--- src/rtl/fft_pkg.sv ---
// Shared types and default sizing for the spectrum frame scheduler.
package fft_pkg;

  localparam int NPTS_DEF    = 512;
  localparam int IDX_W_DEF   = 9;
  localparam int BEATS_DEF   = NPTS_DEF / 2;
  localparam int TIMEOUT_DEF = 4096;

  typedef logic bank_t;

  typedef enum logic [2:0] {
    IDLE,
    START,
    FEED,
    WAIT_OUT,
    DRAIN,
    DONE,
    ABORT
  } rd_state_e;

endpackage

--- src/rtl/fft_frame_scheduler_if.sv ---
// Capture, bank-RAM, DFT handshake and detector signals of the frame scheduler.
interface fft_frame_scheduler_if #(
  parameter int IDX_W = 9
);
  logic             enable;
  logic             sample_valid;
  logic             wr_en;
  logic             wr_bank;
  logic [IDX_W-1:0] wr_addr;
  logic             rd_en;
  logic             rd_bank;
  logic [IDX_W-2:0] rd_addr;
  logic             dft_reset;
  logic             dft_next;
  logic             dft_next_out;
  logic             peak_clear;
  logic             out_valid;
  logic [IDX_W-2:0] out_index;
  logic             frame_done;
  logic             overrun;
  logic             dft_timeout;
  logic [15:0]      frame_count;

  modport master (
    input  enable, sample_valid, dft_next_out,
    output wr_en, wr_bank, wr_addr, rd_en, rd_bank, rd_addr,
           dft_reset, dft_next, peak_clear, out_valid, out_index,
           frame_done, overrun, dft_timeout, frame_count
  );

  modport slave (
    output enable, sample_valid, dft_next_out,
    input  wr_en, wr_bank, wr_addr, rd_en, rd_bank, rd_addr,
           dft_reset, dft_next, peak_clear, out_valid, out_index,
           frame_done, overrun, dft_timeout, frame_count
  );
endinterface

--- src/rtl/fft_bank_writer.sv ---
// Ping-pong write side: sample address, bank toggle, per-bank full bits, sticky overrun.
module fft_bank_writer
  import fft_pkg::*;
#(
  parameter int NPTS  = NPTS_DEF,
  parameter int IDX_W = IDX_W_DEF
) (
  input  logic             clk,
  input  logic             reset,
  input  logic             i_enable,
  input  logic             i_sample_valid,
  input  logic             i_release,
  input  bank_t            i_rel_bank,
  output logic             o_wr_en,
  output bank_t            o_wr_bank,
  output logic [IDX_W-1:0] o_wr_addr,
  output logic [1:0]       o_full,
  output logic             o_overrun
);

  localparam logic [IDX_W-1:0] LAST_ADDR = IDX_W'(NPTS - 1);

  bank_t            r_wr_bank;
  logic [IDX_W-1:0] r_wr_addr;
  logic [1:0]       r_full;
  logic             r_overrun;

  logic       w_rel_hit;
  logic       w_blocked;
  logic       w_drop;
  logic       w_last;
  logic [1:0] w_full_nxt;

  // A bank released this cycle already counts as empty for the incoming sample.
  assign w_rel_hit = i_release && (i_rel_bank == r_wr_bank);
  assign w_blocked = r_full[r_wr_bank] && !w_rel_hit;
  assign o_wr_en   = i_sample_valid && i_enable && !w_blocked;
  assign w_drop    = i_sample_valid && i_enable && w_blocked;
  assign w_last    = o_wr_en && (r_wr_addr == LAST_ADDR);

  always_comb begin
    w_full_nxt = r_full;
    if (i_release) w_full_nxt[i_rel_bank] = 1'b0;
    if (w_last)    w_full_nxt[r_wr_bank]  = 1'b1;
  end

  always_ff @(posedge clk or posedge reset) begin
    if (reset) begin
      r_wr_bank <= 1'b0;
      r_wr_addr <= '0;
      r_full    <= 2'b00;
      r_overrun <= 1'b0;
    end else begin
      r_full <= w_full_nxt;
      if (o_wr_en) begin
        if (w_last) begin
          r_wr_addr <= '0;
          r_wr_bank <= ~r_wr_bank;
        end else begin
          r_wr_addr <= r_wr_addr + 1'b1;
        end
      end
      if (w_drop) r_overrun <= 1'b1;
    end
  end

  assign o_wr_bank = r_wr_bank;
  assign o_wr_addr = r_wr_addr;
  assign o_full    = r_full;
  assign o_overrun = r_overrun;

endmodule

--- src/rtl/fft_frame_scheduler.sv ---
// Read-side sequencer: feeds each full bank to the DFT core, indexes its output beats,
// and reports per-frame completion, timeout and frame count.
module fft_frame_scheduler
  import fft_pkg::*;
#(
  parameter int NPTS    = NPTS_DEF,
  parameter int IDX_W   = IDX_W_DEF,
  parameter int BEATS   = BEATS_DEF,
  parameter int TIMEOUT = TIMEOUT_DEF
) (
  input logic                   clk,
  input logic                   reset,
  fft_frame_scheduler_if.master bus
);

  localparam int CNT_W = ((TIMEOUT > NPTS) ? $clog2(TIMEOUT) : IDX_W) + 1;
  localparam logic [CNT_W-1:0] LAST_BEAT = CNT_W'(BEATS - 1);
  localparam logic [CNT_W-1:0] LAST_WAIT = CNT_W'(TIMEOUT - 1);

  rd_state_e        r_state, w_state_nxt;
  logic [CNT_W-1:0] r_cnt, w_cnt_nxt;
  logic             r_next_seen, w_next_seen_nxt;
  bank_t            r_rd_bank;
  logic [15:0]      r_frame_count;
  logic             r_timeout;
  logic             r_rst_hold;

  logic             w_start, w_rd_en, w_out_valid, w_frame_done, w_abort, w_release;
  logic             w_wr_en;
  bank_t            w_wr_bank;
  logic [IDX_W-1:0] w_wr_addr;
  logic [1:0]       w_full;
  logic             w_overrun;

  fft_bank_writer #(
    .NPTS  (NPTS),
    .IDX_W (IDX_W)
  ) u_writer (
    .clk            (clk),
    .reset          (reset),
    .i_enable       (bus.enable),
    .i_sample_valid (bus.sample_valid),
    .i_release      (w_release),
    .i_rel_bank     (r_rd_bank),
    .o_wr_en        (w_wr_en),
    .o_wr_bank      (w_wr_bank),
    .o_wr_addr      (w_wr_addr),
    .o_full         (w_full),
    .o_overrun      (w_overrun)
  );

  always_ff @(posedge clk or posedge reset) begin
    if (reset) begin
      r_state       <= IDLE;
      r_cnt         <= '0;
      r_next_seen   <= 1'b0;
      r_rd_bank     <= 1'b0;
      r_frame_count <= 16'd0;
      r_timeout     <= 1'b0;
      r_rst_hold    <= 1'b1;
    end else begin
      r_state     <= w_state_nxt;
      r_cnt       <= w_cnt_nxt;
      r_next_seen <= w_next_seen_nxt;
      r_rst_hold  <= 1'b0;
      if (w_release)    r_rd_bank     <= ~r_rd_bank;
      if (w_frame_done) r_frame_count <= r_frame_count + 16'd1;
      if (r_state == WAIT_OUT && w_state_nxt == ABORT) r_timeout <= 1'b1;
    end
  end

  // r_cnt is the beat index in FEED/DRAIN, the wait timer in WAIT_OUT, the pulse length in ABORT.
  always_comb begin
    w_state_nxt     = r_state;
    w_cnt_nxt       = r_cnt;
    w_next_seen_nxt = r_next_seen;
    w_start         = 1'b0;
    w_rd_en         = 1'b0;
    w_out_valid     = 1'b0;
    w_frame_done    = 1'b0;
    w_abort         = 1'b0;
    w_release       = 1'b0;
    case (r_state)
      IDLE: begin
        if (w_full[r_rd_bank]) begin
          w_start         = 1'b1;
          w_state_nxt     = START;
          w_cnt_nxt       = '0;
          w_next_seen_nxt = 1'b0;
        end
      end
      START: begin
        w_state_nxt     = FEED;
        w_cnt_nxt       = '0;
        w_next_seen_nxt = r_next_seen | bus.dft_next_out;
      end
      FEED: begin
        w_rd_en = 1'b1;
        if (r_cnt == LAST_BEAT) begin
          w_cnt_nxt       = '0;
          w_next_seen_nxt = 1'b0;
          w_state_nxt     = (r_next_seen || bus.dft_next_out) ? DRAIN : WAIT_OUT;
        end else begin
          w_cnt_nxt       = r_cnt + 1'b1;
          w_next_seen_nxt = r_next_seen | bus.dft_next_out;
        end
      end
      WAIT_OUT: begin
        if (bus.dft_next_out) begin
          w_state_nxt = DRAIN;
          w_cnt_nxt   = '0;
        end else if (r_cnt == LAST_WAIT) begin
          w_state_nxt = ABORT;
          w_cnt_nxt   = '0;
        end else begin
          w_cnt_nxt = r_cnt + 1'b1;
        end
      end
      DRAIN: begin
        w_out_valid = 1'b1;
        if (r_cnt == LAST_BEAT) begin
          w_state_nxt = DONE;
          w_cnt_nxt   = '0;
        end else begin
          w_cnt_nxt = r_cnt + 1'b1;
        end
      end
      DONE: begin
        w_frame_done = 1'b1;
        w_release    = 1'b1;
        w_state_nxt  = IDLE;
      end
      ABORT: begin
        w_abort = 1'b1;
        if (r_cnt == CNT_W'(1)) begin
          w_release   = 1'b1;
          w_state_nxt = IDLE;
          w_cnt_nxt   = '0;
        end else begin
          w_cnt_nxt = r_cnt + 1'b1;
        end
      end
      default: w_state_nxt = IDLE;
    endcase
  end

  assign bus.wr_en       = w_wr_en;
  assign bus.wr_bank     = w_wr_bank;
  assign bus.wr_addr     = w_wr_addr;
  assign bus.rd_en       = w_rd_en;
  assign bus.rd_bank     = r_rd_bank;
  assign bus.rd_addr     = w_rd_en ? r_cnt[IDX_W-2:0] : '0;
  assign bus.dft_reset   = r_rst_hold | w_abort;
  assign bus.dft_next    = w_start;
  assign bus.peak_clear  = w_start;
  assign bus.out_valid   = w_out_valid;
  assign bus.out_index   = w_out_valid ? r_cnt[IDX_W-2:0] : '0;
  assign bus.frame_done  = w_frame_done;
  assign bus.overrun     = w_overrun;
  assign bus.dft_timeout = r_timeout;
  assign bus.frame_count = r_frame_count;

endmodule

--- src/flat_wrapper.sv ---
// flat-port wrapper written by rule: the top's interface ports become plain ports
module fft_frame_scheduler_flat import fft_pkg::*;
#(
  parameter int NPTS    = NPTS_DEF,
  parameter int IDX_W   = IDX_W_DEF,
  parameter int BEATS   = BEATS_DEF,
  parameter int TIMEOUT = TIMEOUT_DEF
)
  (clk, reset, bus_enable, bus_sample_valid, bus_dft_next_out, bus_wr_en, bus_wr_bank, bus_wr_addr, bus_rd_en, bus_rd_bank, bus_rd_addr, bus_dft_reset, bus_dft_next, bus_peak_clear, bus_out_valid, bus_out_index, bus_frame_done, bus_overrun, bus_dft_timeout, bus_frame_count);
  fft_frame_scheduler_if #(.IDX_W(IDX_W)) bus_i ();
  input logic clk;
  input logic reset;
  input wire logic [$bits(bus_i.enable)-1:0] bus_enable;
  input wire logic [$bits(bus_i.sample_valid)-1:0] bus_sample_valid;
  input wire logic [$bits(bus_i.dft_next_out)-1:0] bus_dft_next_out;
  output wire logic [$bits(bus_i.wr_en)-1:0] bus_wr_en;
  output wire logic [$bits(bus_i.wr_bank)-1:0] bus_wr_bank;
  output wire logic [$bits(bus_i.wr_addr)-1:0] bus_wr_addr;
  output wire logic [$bits(bus_i.rd_en)-1:0] bus_rd_en;
  output wire logic [$bits(bus_i.rd_bank)-1:0] bus_rd_bank;
  output wire logic [$bits(bus_i.rd_addr)-1:0] bus_rd_addr;
  output wire logic [$bits(bus_i.dft_reset)-1:0] bus_dft_reset;
  output wire logic [$bits(bus_i.dft_next)-1:0] bus_dft_next;
  output wire logic [$bits(bus_i.peak_clear)-1:0] bus_peak_clear;
  output wire logic [$bits(bus_i.out_valid)-1:0] bus_out_valid;
  output wire logic [$bits(bus_i.out_index)-1:0] bus_out_index;
  output wire logic [$bits(bus_i.frame_done)-1:0] bus_frame_done;
  output wire logic [$bits(bus_i.overrun)-1:0] bus_overrun;
  output wire logic [$bits(bus_i.dft_timeout)-1:0] bus_dft_timeout;
  output wire logic [$bits(bus_i.frame_count)-1:0] bus_frame_count;
  assign bus_i.enable = bus_enable;
  assign bus_i.sample_valid = bus_sample_valid;
  assign bus_i.dft_next_out = bus_dft_next_out;
  assign bus_wr_en = bus_i.wr_en;
  assign bus_wr_bank = bus_i.wr_bank;
  assign bus_wr_addr = bus_i.wr_addr;
  assign bus_rd_en = bus_i.rd_en;
  assign bus_rd_bank = bus_i.rd_bank;
  assign bus_rd_addr = bus_i.rd_addr;
  assign bus_dft_reset = bus_i.dft_reset;
  assign bus_dft_next = bus_i.dft_next;
  assign bus_peak_clear = bus_i.peak_clear;
  assign bus_out_valid = bus_i.out_valid;
  assign bus_out_index = bus_i.out_index;
  assign bus_frame_done = bus_i.frame_done;
  assign bus_overrun = bus_i.overrun;
  assign bus_dft_timeout = bus_i.dft_timeout;
  assign bus_frame_count = bus_i.frame_count;
  fft_frame_scheduler #(.NPTS(NPTS), .IDX_W(IDX_W), .BEATS(BEATS), .TIMEOUT(TIMEOUT)) u_core (.clk(clk), .reset(reset), .bus(bus_i));
endmodule
--- config.mk ---
export PLATFORM = sky130hd
export DESIGN_NAME = fft_frame_scheduler_flat
export DESIGN_NICKNAME = d
export VERILOG_FILES = /design/src/rtl/fft_pkg.sv /design/src/rtl/fft_frame_scheduler_if.sv /design/src/rtl/fft_bank_writer.sv /design/src/rtl/fft_frame_scheduler.sv /design/src/flat_wrapper.sv
export SDC_FILE = /design/constraint.sdc
export NUM_CORES = 1
export LEC_CHECK = 0
export CORE_AREA = 3 3 82 84
export CTS_CLUSTER_DIAMETER = 100
export DETAILED_ROUTE_END_ITERATION = 12
export DIE_AREA = 0 0 85 87
export PLACE_DENSITY = 0.78
export SKIP_CTS_REPAIR_TIMING = 1
export SLEW_MARGIN = 20
export SYNTH_ARGS = -nofsm -noshare
export SYNTH_HDL_FRONTEND = slang
export SYNTH_SLANG_ARGS = --single-unit
--- constraint.sdc ---
create_clock -name clk -period 2.83 [get_ports clk]
set_input_delay 0.283 -clock clk [delete_from_list [all_inputs] [get_ports clk]]
set_output_delay 0.283 -clock clk [all_outputs]
set_load 0.03 [all_outputs]
# == Yosys cells after proc, flatten, opt, wreduce, memory -nomap -nowiden ==
# Index checks and enable logic that the tools add are counted.
# classes
addsub,3
order_cmp,4
eq_ne,13
n_mux,38
n_bitwise,7
n_reduce_logical,19
# op_table
cell,count
13-bit 2-to-1 mux,5
13-bit one-hot mux with 5 select lines,1
3-bit 2-to-1 mux,7
3-bit one-hot mux with 6 select lines,1
"16-bit by 1-bit adder with 16-bit output, second input constant",1
8-bit 2-to-1 mux,2
1-bit 2-to-1 mux,15
"13-bit by 1-bit adder with 13-bit output, second input constant",1
"13-bit by 1-bit equality test with 1-bit output, second input constant",1
"13-bit by 12-bit equality test with 1-bit output, second input constant",1
"13-bit by 8-bit equality test with 1-bit output, second input constant",1
"3-bit equality test, second input constant",4
"9-bit by 1-bit adder with 9-bit output, second input constant",1
"9-bit equality test, second input constant",1
1-bit logical AND,9
9-bit 2-to-1 mux,1
"3-bit by 2-bit equality test with 1-bit output, second input constant",2
2-bit AND reduction,3
5-bit nonzero test,1
"1-bit by 2-bit less-than comparator with 1-bit output, second input constant",2
2-bit 2-to-1 mux,2
"3-bit by 1-bit equality test with 1-bit output, second input constant",1
3-bit logical NOT,1
1-bit one-hot mux with 3 select lines,1
other kinds (14),19
# totals
ff_bits,49
input_bits,5
output_inout_bits,52
elab_cells,95

# == Logic depth before layout (Yosys ltp) ==
# Gate-level depths: netlist (run 1).
# logic_depth
ltp_word,10
mapped_depth,8
depth_no_buf,8

# == Cells and area by module ==
# Synthesis (run 1) repeated with hierarchy kept, for this count alone.
# hier_totals
hier_cells,290
hier_area_um2,2755.1
# modules_own_cells
mod,instances,cells_each,area_each_um2,seq_area_each_um2
fft_frame_scheduler,1,217,2043.2,902.1
fft_bank_writer,1,73,711.9,325.3

# == Worst setup path before layout (run 1) ==
# No wires, ideal clock.
# synth_path
kind,register to output
from,register u_core.r_cnt[1]
to,output port bus_wr_en
t_arrival_ns,2.404
required_ns,2.547
path_slack_ns,0.143
path_stages_with_launch,9
path_buffers,1
cell_sequence,dfrtp_1 > inv_1 > ha_1 > or4b_4 > nor4_4 > a311oi_4 > or3_1 > buf_6 > inv_1
# synth_between
elab_chain_len,8
# synth_lines
item,line_no,source
from (decl),fft_frame_scheduler.sv:21,"logic [CNT_W-1:0] r_cnt, w_cnt_nxt;"
from (signal assigned),fft_frame_scheduler.sv:63,r_cnt <= w_cnt_nxt;
13-bit by 1-bit equality test with 1-bit output,fft_frame_scheduler.sv:135,if (r_cnt == CNT_W'(1)) begin
1-bit 2-to-1 mux,fft_frame_scheduler.sv:135,
1-bit one-hot mux with 2 select lines,fft_frame_scheduler.sv:83,case (r_state)
1-bit logical AND,fft_bank_writer.sv:35,assign w_rel_hit = i_release && (i_rel_bank == r_wr_bank);
1-bit logical NOT,fft_bank_writer.sv:36,assign w_blocked = r_full[r_wr_bank] && !w_rel_hit;
1-bit logical AND,fft_bank_writer.sv:36,
1-bit logical NOT,fft_bank_writer.sv:37,assign o_wr_en = i_sample_valid && i_enable && !w_blocked;
1-bit logical AND,fft_bank_writer.sv:37,
to (decl),flat_wrapper.sv:16,output wire logic [$bits(bus_i.wr_en)-1:0] bus_wr_en;
# Every way passes these cells.

# == Worst setup path in the final report (run 1) ==
# Same ends and word-level chain as after synthesis.

==> impl_metrics.tcl, run 1 <==
set metrics [dict create \
    p_total_uw 1279 \
    area.growth.synth_to_final_pct 33.06 \
    grt_overflow 0 \
    drt_pre_antenna_iters 5 \
    nNetsFinal 361 \
    cp_max_fo 6 \
    yosysSeqAreaShare_pct 45.17 \
    cts_tree "yes" \
    tightest_slew_ps 713.7 \
    synthArstFlopShare_pct 100.0 \
    drt_wl_total_mm 6.377 \
    cts-root-buf "clkbuf_8" \
    die_x_um 85 \
    dpl_worst_slack_ps 149.9 \
    die_h_um 87 \
    synth_cells 278 \
    drv_slew 0 \
    outcome "finished with violations" \
    reg2reg_slack_ps 130 \
    ir_drop_mv 0.2625 \
    critPathLaunchType "flip-flop" \
    yosys.area.top_type "dfrtp_1" \
    crit_required_ps 2550 \
    synth_edf_count 0 \
    finalCriticalPeriod_ps 2909 \
    grt_usage_pct 17.46 \
    setup_viol 1 \
    clock_skew_ps 8.621 \
    synth_top_area_share_pct 44.20 \
    timing.slew.headroom_pct 52.42 \
    port-buffer-count 56 \
    synth_area_leaders "dfrtp_1 44%, and2_1 3.9%, xnor2_1 3.9%, xor2_1 3.9%, nor2_1 3.0%" \
    coreArea_um2 5991 \
    clockBufferDepth 2 \
    insertion_delay_ps 300 \
    dr_total_vias 2338 \
    rr_endpoint "u_core.u_writer.o_wr_addr[8]$_DFFE_PP0P_" \
    die_area_um2 7395 \
    drc_errors 0 \
    grt_pass1_vias 2286 \
    syn_nets 288 \
    wl_per_cell_um 14.93 \
    synth.avg_cell_area_um2 9.776 \
    ios 57 \
    synth_area_um2 2718 \
    hold_violations 0 \
    via_per_inst 5.475 \
    dp_hpwl_mm 4.566 \
    end_kind "primary output" \
    worstReg2RegStart "u_core.r_cnt[1]$_DFFE_PP0P_" \
    gp_congestion 0.8570 \
    clk_pin_slew_ps 100 \
    critPathKind "flip-flop to primary output" \
    synth_ff_type "dfrtp_1" \
    grt_max_degree 35 \
    ff2ff_path_depth 9 \
    max_freq_mhz 343.8 \
    start_util_pct 45.36 \
    power.density_nw_per_um2 353.7 \
    maxCapViolCount 0 \
    antenna_left 0 \
    cts_max_level 2 \
    drtIter0Drc 158 \
    grt_pass1_wl_mm 10.64 \
    ys_ff_latch 49 \
    synth_warnings 0 \
    antenna_found_initial 0 \
    worstPathArrival_ps 2630 \
    power.leakage_uw 0.001542 \
    worst_slack_ps -79.05 \
    cp-startpoint "u_core.r_cnt[1]$_DFFE_PP0P_" \
    cts.sinks 49 \
    rsz0062_at_grt "true" \
    endpoint "bus_wr_en" \
    cts_made_buffers 5 \
    violations "setup timing" \
    ys_types 53 \
    drive_above_1_share_pct 14.20 \
    whs_ps 247.8 \
    diodes 0 \
    timing.final.crit_share_pct 102.8 \
    num_rows 28 \
    hp-class "primary input to asynchronous set/reset pin" \
]
-- where the power goes --
group          switching (uW)  leakage, uW  internal [uW]  total (uW)
sequential               4.18     0.000637            703         707
clock                     242    0.0000574            288         530
combinational            27.4     0.000847           14.9        42.3
total                     273      0.00154           1010        1280
-- layer usage --
layer  up-vias  track usage [%]  routed length (um)
met4         0            5.612                 112
met2        77            29.38                3195
met5         -                0                   0
li1       1126                -                   -
met3        14            3.122                 341
met1      1121            22.88                2727
-- stage by stage --
| stage | area (um2) | utilization (%) | instances | setup TNS [ps] |
|---|---|---|---|---|
| final | 3616 | 60.36 | 427 | -79.05 |
| after global routing | 3616 | 60.36 | 427 | -182.1 |
| after CTS | 3546 | 59.19 | 421 | -202.5 |
| after detailed placement | 3426 | 57.18 | 413 | 0 |
| after global placement | 3426 | 57.18 | 413 | 0 |
| after floorplan | 2718 | - | 278 | 0 |
-- worst min-delay path by stage --
stage | cells after the start | endpoint | from
detailed placement | 1 | u_core.u_writer.o_overrun$_DFFE_PP0P_ | u_core.u_writer.o_overrun$_DFFE_PP0P_
CTS | 2 | u_core.bus.frame_count[11]$_DFFE_PP0P_ | reset
finish | 2 | u_core.bus.frame_count[11]$_DFFE_PP0P_ | reset
floorplan | 2 | u_core.bus.dft_timeout$_DFFE_PP0P_ | bus_dft_next_out
global route | 2 | u_core.bus.frame_count[11]$_DFFE_PP0P_ | reset
global placement | 1 | u_core.u_writer.o_overrun$_DFFE_PP0P_ | u_core.u_writer.o_overrun$_DFFE_PP0P_
-- cell usage in the layout, fill, tap and decap left out, types with 8 or more instances in the layout --
| master | instances |
|---|---|
| and2_1 | 17 |
| and3_1 | 10 |
| buf_4 | 19 |
| clkdlybuf4s50_1 | 55 |
| dfrtp_1 | 48 |
| inv_1 | 8 |
| nand2_1 | 21 |
| nand3_1 | 14 |
| nor2_1 | 22 |
| o21ai_0 | 14 |
| xnor2_1 | 12 |
| xor2_1 | 12 |
-- area by class of cell --
type | count | area, um2
timing repair buffer | 76 | 715.7
clock buffer | 6 | 82.58
multi-input combinational | 208 | 1418
sequential | 49 | 1227
tap | 75 | 93.84
inverter | 11 | 41.29
fill | 488 | 2375
clock inverter | 2 | 37.54
-- worst max-delay path, cell delays in order (launching register included) --
cell and delay [ps]:
dfrtp_1 440, inv_2 100, ha_4 120, or4b_4 470, nor4_4 290, buf_6 170
a311oi_4 100, or3_4 450, inv_2 70, buf_6 120
-- flip-flops by register name, indices dropped and copies added (netlist names) --
name                       cells
u_core.r_next_seen             1
u_core.bus.rd_bank             1
u_core.u_writer.o_full         2
u_core.bus.frame_count        16
u_core.r_state                 3
u_core.u_writer.o_wr_bank      1
u_core.u_writer.o_wr_addr      9
u_core.r_cnt                  13
u_core.bus.dft_timeout         1
u_core.u_writer.o_overrun      1
u_core.r_rst_hold              1
-- cell usage after synthesis, types with 3 or more instances --
master / instances
a31oi_1: 3
o21ai_0: 14
nand4_1: 6
nand3b_1: 4
nor2_1: 22
inv_1: 11
o22ai_1: 6
dfrtp_1: 48
and2_1: 17
ha_1: 5
mux2_4: 3
nand2_1: 21
nand2b_1: 5
o31ai_1: 5
xor2_1: 12
nor2b_1: 4
xnor2_1: 12
nor3_1: 4
nand3_1: 14
clkbuf_1: 8
and3_1: 10
o41ai_1: 4
a21oi_1: 3
-- cell families after synthesis --
logic type / share of synthesized area (%)
other: 0.1380
buffers and inverters: 3.315
adder cells (fa/ha/maj): 2.302
AO/OA/AOI/OAI: 14.60
multiplexers: 2.440
XOR/XNOR: 7.735
flip-flops: 45.17
AND/OR/NAND/NOR: 24.31
No activity file was read; power rests on OpenSTA's default activity.
==> run 2, diff against run 1 <==
==> constraint.sdc (replaced) <==
create_clock -name clk -period 3.2 [get_ports clk]
set_input_delay 0.32 -clock clk [delete_from_list [all_inputs] [get_ports clk]]
set_output_delay 0.32 -clock clk [all_outputs]
set_load 0.03 [all_outputs]
==> impl_metrics.tcl, run 2 (synthesis gave the netlist of run 1 again) <==
set metrics [dict create \
    outcome "finished, final reports clean" \
    area.growth.synth_to_final_pct 27.39 \
    cts_tree "yes" \
    drtIter0Drc 106 \
    die_h_um 87 \
    power.leakage_uw 0.001462 \
    cts-root-buf "clkbuf_8" \
    rr_endpoint "u_core.u_writer.o_wr_addr[8]$_DFFE_PP0P_" \
    ff2ff_path_depth 8 \
    maxCapViolCount 0 \
    worstReg2RegStart "u_core.r_cnt[1]$_DFFE_PP0P_" \
    ir_drop_mv 0.1879 \
    final_cell_mix "55 x clkdlybuf4s50_1, 48 x dfrtp_1, 22 x nor2_1" \
    timing.slew.headroom_pct 43.61 \
    dr_total_vias 2291 \
    cts.sinks 49 \
    nNetsFinal 347 \
    path_cells "inv_1 -> ha_1 -> or4b_4 -> nor4_4 -> buf_4 -> a311oi_4 -> or3_4 -> inv_1 -> buf_4" \
    antenna_found_initial 0 \
    post-route-util_pct 57.79 \
    grt_max_degree 50 \
    critPathKind "flip-flop to primary output" \
    drive_above_1_share_pct 9.763 \
    clockBufferDepth 2 \
    grt_usage_pct 17.77 \
    drc_errors 0 \
    cts_made_buffers 5 \
    clock_skew_ps 4.626 \
    drt_wl_total_mm 6.063 \
    antenna_left 0 \
    coreArea_um2 5991 \
    worstPathArrival_ps 2710 \
    max_freq_mhz 330.5 \
    grt_pass1_wl_mm 10.71 \
    gp_congestion 0.8339 \
    timing.final.crit_share_pct 94.55 \
    die_x_um 85 \
    reg2reg_slack_ps 610 \
    hold_violations 0 \
    rsz0062_at_grt "false" \
    num_rows 28 \
    crit_required_ps 2880 \
    final_area_um2 3462 \
    critical-path-max-stage-delay_ps 470 \
    finalCriticalPeriod_ps 3026 \
    drv_slew 0 \
    cp_max_fo 8 \
    whs_ps 464.4 \
    post_dp_cell_area_um2 3358 \
    final_common_cell "clkdlybuf4s50_1" \
    port-buffer-count 56 \
    critPathLaunchType "flip-flop" \
    tightest_slew_ps 844.9 \
    grt_pass1_vias 2269 \
    dp_cells 404 \
    drt_pre_antenna_iters 4 \
    dp_hpwl_mm 4.336 \
    largest_reg_flops 16 \
    die_area_um2 7395 \
    ios 57 \
    clk_pin_slew_ps 100 \
    via_per_inst 5.547 \
    insertion_delay_ps 310 \
    end_kind "primary output" \
    finalNonFillerCells 413 \
    diodes 0 \
    cts_max_level 2 \
    start_util_pct 45.36 \
    grt_overflow 0 \
    hp-class "primary input to asynchronous set/reset pin" \
    worst_path_max_delay_cell "or4b_4" \
    setup_viol 0 \
    fin_setup_tns_ps 0 \
    wl_per_cell_um 14.68 \
    power.density_nw_per_um2 302.0 \
]
==> run 2: changes by cell type in the layout (fill, tap and decap cells not counted), sizes merged <==
cell and delta:
clkbuf -1, clkinv +2, buf -14, bufinv -1
==> run 2: worst max path at each step <==
| stage | from | end |
|---|---|---|
| finish | u_core.r_cnt[1]$_DFFE_PP0P_ | bus_wr_en |
| global route | u_core.r_cnt[0]$_DFFE_PP0P_ | bus_wr_en |
| CTS | u_core.r_cnt[1]$_DFFE_PP0P_ | bus_wr_en |
| detailed placement | u_core.r_cnt[1]$_DFFE_PP0P_ | bus_wr_en |
| global placement | u_core.r_cnt[1]$_DFFE_PP0P_ | bus_wr_en |
| floorplan | u_core.r_cnt[1]$_DFFE_PP0P_ | bus_wr_en |
==> run 2: cell type report <==
class | count | area, um2
clock inverter | 3 | 21.27
timing repair buffer | 62 | 603.1
sequential | 49 | 1227
multi-input combinational | 208 | 1405
fill | 515 | 2529
clock buffer | 5 | 68.82
inverter | 11 | 42.54
tap | 75 | 93.84
==> run 2: worst max-delay path: cells and delay by family, from the launching register on <==
| kind | cells | cell delay [ps] |
|---|---|---|
| adder cells (fa/ha/maj) | 1 | 140 |
| flip-flops | 1 | 420 |
| AO/OA/AOI/OAI | 1 | 140 |
| buffers and inverters | 4 | 490 |
| AND/OR/NAND/NOR | 3 | 1190 |
==> run 2: layer usage <==
layer	share of wire (%)	global-route usage, %	vias to the layer above	wire (um)
li1	-	-	1107	-
met1	44	23.57	1105	2687
met2	49	28.88	70	2954
met3	5.4	3.974	9	328
met4	1.5	5.899	0	92
met5	0	0	-	0
==> run 2: power by group <==
group | total (uW) | internal (uW) | leakage (uW) | switching [uW]
Combinational | 36.6 | 12.4 | 0.000780 | 24.2
Clock | 384 | 156 | 0.0000445 | 228
Sequential | 625 | 622 | 0.000637 | 3.48
Total | 1050 | 790 | 0.00146 | 256
==> run 2: metrics by stage <==
stage,total power (uW),setup slack [ps]
final,1045,174.4
after global routing,1089,48.89
after CTS,1059,0.8777
after detailed placement,675.2,366.5
after global placement,674.3,392.9
after floorplan,657.8,475.9
